$ cat config.mk
export PLATFORM = sky130hd
export DESIGN_NAME = regbank_sequencer
export DESIGN_NICKNAME = d
export VERILOG_FILES = /design/src/rtl/regbank_sequencer.sv
export SDC_FILE = /design/constraint.sdc
export NUM_CORES = 1
export LEC_CHECK = 0
export ABC_AREA = 1
export CORE_MARGIN = 2
export CORE_UTILIZATION = 42
export DETAILED_ROUTE_END_ITERATION = 12
export PLACE_DENSITY = 0.85
export SLEW_MARGIN = 20
export SYNTH_ARGS = -nofsm -noshare
export SYNTH_HDL_FRONTEND = slang
export SYNTH_SLANG_ARGS = --single-unit
$ cat constraint.sdc
create_clock -name clk -period 1.9 [get_ports clk]
set_input_delay 0.57 -clock clk [delete_from_list [all_inputs] [get_ports clk]]
set_output_delay 0.57 -clock clk [all_outputs]
set_load 0.02 [all_outputs]
$ cat src/rtl/regbank_sequencer.sv
// Round-robin sequencer that expands LDI/RD/MOV/SWAP commands from two requesters
// into Tx/ldX cycles on an 8x16 register bank, returning RD data on a response port.
module regbank_sequencer #(
    parameter int WIDTH = 16,
    parameter int AW    = 3
) (
    input  logic             clk,
    input  logic             rst_n,
    input  logic             req0_valid,
    output logic             req0_ready,
    input  logic [1:0]       req0_op,
    input  logic [AW-1:0]    req0_rd,
    input  logic [AW-1:0]    req0_rs,
    input  logic [WIDTH-1:0] req0_imm,
    input  logic             req1_valid,
    output logic             req1_ready,
    input  logic [1:0]       req1_op,
    input  logic [AW-1:0]    req1_rd,
    input  logic [AW-1:0]    req1_rs,
    input  logic [WIDTH-1:0] req1_imm,
    output logic             resp_valid,
    output logic [WIDTH-1:0] resp_data,
    output logic             resp_id,
    output logic             busy,
    output logic [WIDTH-1:0] bank_in,
    input  logic [WIDTH-1:0] bank_out,
    output logic             ldX,
    output logic             Tx,
    output logic [AW-1:0]    ir
);

    typedef enum logic [2:0] {
        IDLE = 3'd0,
        RD1  = 3'd1,
        RD2  = 3'd2,
        WR1  = 3'd3,
        WR2  = 3'd4,
        RESP = 3'd5
    } state_t;

    localparam logic [1:0] OP_LDI  = 2'b00;
    localparam logic [1:0] OP_RD   = 2'b01;
    localparam logic [1:0] OP_MOV  = 2'b10;
    localparam logic [1:0] OP_SWAP = 2'b11;

    state_t           state_r, state_s;
    logic [1:0]       op_r;
    logic [AW-1:0]    rd_r, rs_r;
    logic [WIDTH-1:0] imm_r, t0_r, t1_r, resp_data_r;
    logic             id_r, last_grant_r, resp_valid_r, resp_id_r;
    logic             grant_id_s, accept_s;
    logic [1:0]       sel_op_s;
    logic [AW-1:0]    sel_rd_s, sel_rs_s;
    logic [WIDTH-1:0] sel_imm_s;

    // Round-robin grant; ready is held low while reset is asserted
    always_comb begin
        if (req0_valid && req1_valid) begin
            grant_id_s = ~last_grant_r;
        end else if (req1_valid) begin
            grant_id_s = 1'b1;
        end else begin
            grant_id_s = 1'b0;
        end
        accept_s   = rst_n && (state_r == IDLE) && (req0_valid || req1_valid);
        req0_ready = accept_s && !grant_id_s;
        req1_ready = accept_s && grant_id_s;
        if (grant_id_s) begin
            sel_op_s  = req1_op;
            sel_rd_s  = req1_rd;
            sel_rs_s  = req1_rs;
            sel_imm_s = req1_imm;
        end else begin
            sel_op_s  = req0_op;
            sel_rd_s  = req0_rd;
            sel_rs_s  = req0_rs;
            sel_imm_s = req0_imm;
        end
    end

    // State register
    always_ff @(posedge clk) begin
        if (!rst_n) begin
            state_r <= IDLE;
        end else begin
            state_r <= state_s;
        end
    end

    // Next-state logic
    always_comb begin
        state_s = IDLE;
        case (state_r)
            IDLE: begin
                if (accept_s) begin
                    state_s = (sel_op_s == OP_LDI) ? WR1 : RD1;
                end else begin
                    state_s = IDLE;
                end
            end
            RD1: begin
                case (op_r)
                    OP_SWAP: state_s = RD2;
                    OP_MOV:  state_s = WR1;
                    OP_RD:   state_s = RESP;
                    default: state_s = IDLE;
                endcase
            end
            RD2:     state_s = WR1;
            WR1:     state_s = (op_r == OP_SWAP) ? WR2 : IDLE;
            WR2:     state_s = IDLE;
            RESP:    state_s = IDLE;
            default: state_s = IDLE;
        endcase
    end

    // Command latch, temporaries and registered response
    always_ff @(posedge clk) begin
        if (!rst_n) begin
            op_r         <= 2'b00;
            rd_r         <= {AW{1'b0}};
            rs_r         <= {AW{1'b0}};
            imm_r        <= {WIDTH{1'b0}};
            id_r         <= 1'b0;
            t0_r         <= {WIDTH{1'b0}};
            t1_r         <= {WIDTH{1'b0}};
            last_grant_r <= 1'b1;
            resp_valid_r <= 1'b0;
            resp_data_r  <= {WIDTH{1'b0}};
            resp_id_r    <= 1'b0;
        end else begin
            if (accept_s) begin
                op_r         <= sel_op_s;
                rd_r         <= sel_rd_s;
                rs_r         <= sel_rs_s;
                imm_r        <= sel_imm_s;
                id_r         <= grant_id_s;
                last_grant_r <= grant_id_s;
            end
            if (state_r == RD1) begin
                t0_r <= bank_out;
            end
            if (state_r == RD2) begin
                t1_r <= bank_out;
            end
            resp_valid_r <= (state_s == RESP);
            // RESP is only entered from RD1, so bank_out here is the value t0 captures
            if (state_s == RESP) begin
                resp_data_r <= bank_out;
                resp_id_r   <= id_r;
            end
        end
    end

    // Bank controls decoded from state and latched fields only
    always_comb begin
        ldX     = 1'b0;
        Tx      = 1'b0;
        ir      = {AW{1'b0}};
        bank_in = {WIDTH{1'b0}};
        busy    = (state_r != IDLE);
        case (state_r)
            RD1: begin
                Tx = 1'b1;
                ir = rs_r;
            end
            RD2: begin
                Tx = 1'b1;
                ir = rd_r;
            end
            WR1: begin
                ldX     = 1'b1;
                ir      = rd_r;
                bank_in = (op_r == OP_LDI) ? imm_r : t0_r;
            end
            WR2: begin
                ldX     = 1'b1;
                ir      = rs_r;
                bank_in = t1_r;
            end
            default: begin
                ldX = 1'b0;
            end
        endcase
    end

    assign resp_valid = resp_valid_r;
    assign resp_data  = resp_data_r;
    assign resp_id    = resp_id_r;

endmodule
# --- Word level (Yosys, flattened, before mapping) ---
# Cells that the tools add are included.
word_totals:
  regBits: 79
  output_inout_bits: 42
classes:
  eq_ne: 8
  muxes: 16
  bitwise: 1
  n_reduce_logical: 15
ops:
  columns: ["cell", "n"]
  rows:
  - ["2-to-1 mux 16 bit", 2]
  - ["case mux 16 bit (2 select lines)", 1]
  - ["case mux 3 bit (4 select lines)", 1]
  - ["2-to-1 mux 3 bit", 3]
  - ["case mux 3 bit (3 select lines)", 1]
  - ["OR reduction 2 bit", 4]
  - ["== test 3 x 2 -> 1 bit, second input constant", 2]
  - ["== test 3 bit, second input constant", 2]
  - ["2-to-1 mux 2 bit", 3]
  - ["case mux 3 bit (2 select lines)", 1]
  - ["logical AND 1 bit", 5]
  - ["== test 2 bit, second input constant", 2]
  - ["zero test 2 bit", 2]
  - ["2-to-1 mux 1 bit", 4]
  - ["== test 3 x 1 -> 1 bit, second input constant", 1]
  - ["zero test 3 bit", 1]
  - ["nonzero test 3 bit", 1]
  - ["== test 2 x 1 -> 1 bit, second input constant", 1]
  - ["zero test 1 bit", 1]
  - ["logical OR 1 bit", 1]
  - ["NOT 1 bit", 1]

# --- Depth between registers and ports, before layout ---
logic_depth:
  ltp_word: 8
  depth_mapped: 12
  depth_no_buf: 10

# --- Worst setup path before layout ---
# No wires, ideal clock.
synth_path:
  path_kind: "input to output"
  start: "in rst_n"
  end: "out req0_ready"
  t_arrival_ns: 1.453
  t_required_ns: 1.330
  slack_ns: -0.123
  path_stages: 6
  path_cell_list: "buf_4 -> inv_2 -> nor2_2 -> nand3_2 -> a21oi_2 -> buf_2"
synth_via:
  elab_chain_cells: 3
synth_lines:
  columns: ["element", "line", "source"]
  rows:
  - ["start: declaration", "8", "input logic rst_n,"]
  - ["logical AND 1 bit (2 in series)", "65", "accept_s = rst_n && (state_r == IDLE) && (req0_valid || req1_valid);"]
  - ["logical AND 1 bit", "66", "req0_ready = accept_s && !grant_id_s;"]
  - ["end: declaration", "10", "output logic req0_ready,"]
# No other way between the ends.

# --- Final worst setup path ---
layout_path:
  start: "reg op_r[0]"
  end: "out bank_in[12]"
layout_via:
  elab_chain_cells: 3
layout_lines:
  columns: ["element", "line", "source"]
  rows:
  - ["start: declaration", "47", "logic [1:0] op_r;"]
  - ["start signal: assignment", "133", "op_r <= sel_op_s;"]
  - ["zero test 2 bit", "174", "bank_in = (op_r == OP_LDI) ? imm_r : t0_r;"]
  - ["2-to-1 mux 16 bit", "174", null]
  - ["case mux 16 bit (2 select lines)", "162", "case (state_r)"]
  - ["end: declaration", "25", "output logic [WIDTH-1:0] bank_in,"]
# No other way between the ends.

==> flow_summary.yaml <==
setup_path:
  cpMostUsedCell: "nand2_1"
  crit_type: "flop to primary output"
  cp.arrival_ps: 1620
  cp_data_required_time_ps: 1330
  rr_worst_depth: 15
  cp_slowest_cell: "dfxtp_2"
  crit_path_end_kind: "primary output"
  crit_path_max_fanout: 8
  path_cells: "inv_2 > ha_4 > buf_16 > nand2_1 > o21ai_1 > nand2_1 > o21ai_2 > buf_6"
  critical_path.max_stage_delay_ps: 340
  critPathLaunchType: "flop"
yosys:
  avgSynthCellArea_um2: 6.874
  synth_top_area_frac: 0.4441
  ys_top_cells_by_area: "dfxtp_1 44%, nand2_1 16%, o21ai_0 7.7%"
  synthAdderAreaFrac: 0.01405
  yosysSeqAreaShare: 0.4441
  netlist-cell-type-count: 24
  yosysWarnings: 0
  synth_simple_gate_area_frac: 0.2375
  ys_ff_latch: 79
  synthMuxAreaShare: 0
  synth_cells: 518
  yosysTopAreaCell: "dfxtp_1"
  syn_area_um2: 3561
  synth-xor-area-share: 0
  synth-compound-area-share: 0.1922
  synth_fp_nets: 590
  synth_top_family_by_area: "simple AND/OR/NAND/NOR gates"
detailed_routing:
  vias: 3923
  drt-total-wl_um: 12040
  dr.pass1.iters: 5
  viasPerCell: 5.036
  drc: 0
  wl_per_cell_um: 15.46
  drt_iter0_drc: 235
  drtAntennaViolNets: 0
power:
  power_uw: 4750
  irDropWorstVdd_uv: 419.6
  p_leak_uw: 0.002724
  power_density_nw_per_um2: 795.3
finish:
  fillCellCount: 567
  area_growth_pct: 67.74
  final_common_cell: "nand2_1"
  n_antenna_cell: 0
  drive_above_1_share: 0.2671
  final_cell_mix: "123 x nand2_1, 74 x dfxtp_1, 65 x clkdlybuf4s50_1"
  final_nets: 741
placed_design:
  port-buffer-count: 109
  place_hpwl_um: 7232
  place.gp.congestion: 0.8333
cts:
  clkTransAtPathRegs_ps: 90
  cts_tree: "yes"
  clk_latency_ps: 360
  numCtsBuffers: 9
  hold_buffers: 0
  root_buffer: "clkbuf_8"
  clock_path_buffers: 2
  cts_max_level: 3
  numClockSinks: 79
grt:
  grt_pass1_vias: 3653
  grt_usage: 0.2486
  grt_remaining_overflow: 0
  grt_max_degree: 54
  grt_pass1_wl_um: 17480
  antenna_found_initial: 0
sta:
  holdWs_ps: 459.7
  slew_headroom: 0.6948
  max_freq_mhz: 457.4
  rsz0062_at_grt: "true"
  tightestPinTransition_ps: 457.8
  period_needed_ps: 2186
  layout_setup_ws_ps: -286.5
  min_period_over_period: 1.151
  final_max_slew_viol_count: 0
  finalHoldViolCount: 0
  skew_ps: 8.939
  finalSetupViolCount: 40
hold_path:
  hold_depth: 2
  hp-class: "flop to flop"
floorplanning:
  start_util: 0.4334
  coreArea_um2: 8217
  fp.dieW_um: 96.08
  die_y_um: 96.08
  pin_count: 110
  die_area_um2: 9231
  rows: 33
run:
  drv_cap: 0
outcome:
  violations: "setup timing"
  run_status: "finished with violations"
==> final cells by class <==
cell class              count  area (µm²)  share of cell area
repair buffers            168        1829              0.3062
clock buffers               9       123.9             0.02074
inverters                  70       267.8             0.04483
multi-input cells         341        1882              0.3150
flip-flops and latches     79        1595              0.2671
well taps                 105       131.4             0.02199
clock inverters             7       143.9             0.02409
==> routing by layer <==
| layer | track usage | wire length (µm) | share of wire | vias to the layer above |
|---|---|---|---|---|
| li1 | - | - | - | 1939 |
| met1 | 0.3174 | 5006 | 0.42 | 1803 |
| met2 | 0.4138 | 5932 | 0.49 | 152 |
| met3 | 0.03915 | 786 | 0.065 | 29 |
| met4 | 0.1095 | 316 | 0.026 | 0 |
| met5 | 0 | 0 | 0 | - |
==> logic make-up (layout without fill, tap and decap cells) <==
logic type / after synthesis / count (layout)
AOI/OAI and AO/OA: 130 / 130
adders and majority gates: 4 / 4
buffers and inverters: 98 / 254
DFF: 79 / 79
and+or+nand+nor: 207 / 207
==> power breakdown <==
part           internal [µW]  switching (µW)
Clock                   1010             657
Sequential              1790            80.1
Combinational            593             614
==> cell usage after synthesis <==
cell      number
a21oi_1       36
a21oi_2        1
a31oi_1       22
buf_1          3
buf_2          4
buf_4          1
buf_6          3
clkbuf_1      17
dfxtp_1       79
ha_1           4
inv_1         64
inv_2          6
nand2_1      149
nand2_2        2
nand3_1        8
nand3_2        3
nor2_1        40
nor2_2         2
nor2_8         1
nor3_1         1
nor3_4         1
o21ai_0       55
o21ai_1       15
o31ai_1        1
==> stage by stage <==
stage	instances	setup WS [ps]	TNS [ps]	instance area [µm²]	utilization
6_report	779	-286.5	-5697	5973	0.7270
2_1_floorplan	518	-5.148	-5.148	3592	-
3_5_place_dp	741	-820.5	-26900	4997	0.6082
3_3_place_gp	741	-809.9	-24480	4997	0.6082
5_1_grt	779	-350.6	-8260	5973	0.7270
4_1_cts	771	-243.6	-4354	5633	0.6855
==> flip-flops by register name, summed over array words and instances (netlist names) <==
| signal | flops |
|---|---|
| resp_data | 16 |
| t1_r | 16 |
| imm_r | 16 |
| state_r | 3 |
| op_r | 2 |
| id_r | 1 |
| resp_id | 1 |
| rd_r | 3 |
| rs_r | 3 |
| resp_valid | 1 |
| t0_r | 16 |
| last_grant_r | 1 |
==> critical path: cells and delay by family (launching register included) <==
family | cells | cell delay [ps]
buffers and inverters | 3 | 370
AND/OR/NAND/NOR | 2 | 140
flip-flops | 1 | 340
adder cells (fa/ha/maj) | 1 | 230
AO/OA/AOI/OAI | 2 | 170
==> worst paths after layout <==
kind | from | endpoint | slack, ps
setup reg to reg | state_r[1]$_SDFF_PN0_ | resp_data[12]$_SDFFE_PN0N_ | -100
hold reg to reg | t0_r[11]$_SDFFE_PN0P_ | t0_r[11]$_SDFFE_PN0P_ | 460
hold / removal | t0_r[11]$_SDFFE_PN0P_ | t0_r[11]$_SDFFE_PN0P_ | 460
setup / recovery | op_r[0]$_SDFFE_PN0N_ | bank_in[12] | -290
==> what timing repair did <==
action                     CTS  global route
setup endpoints to repair   43            58
cloned                       4             1
resized for setup          222            78
pin swaps                    9            20
buffers inserted            10             8
(Power assumes the default switching activity.)
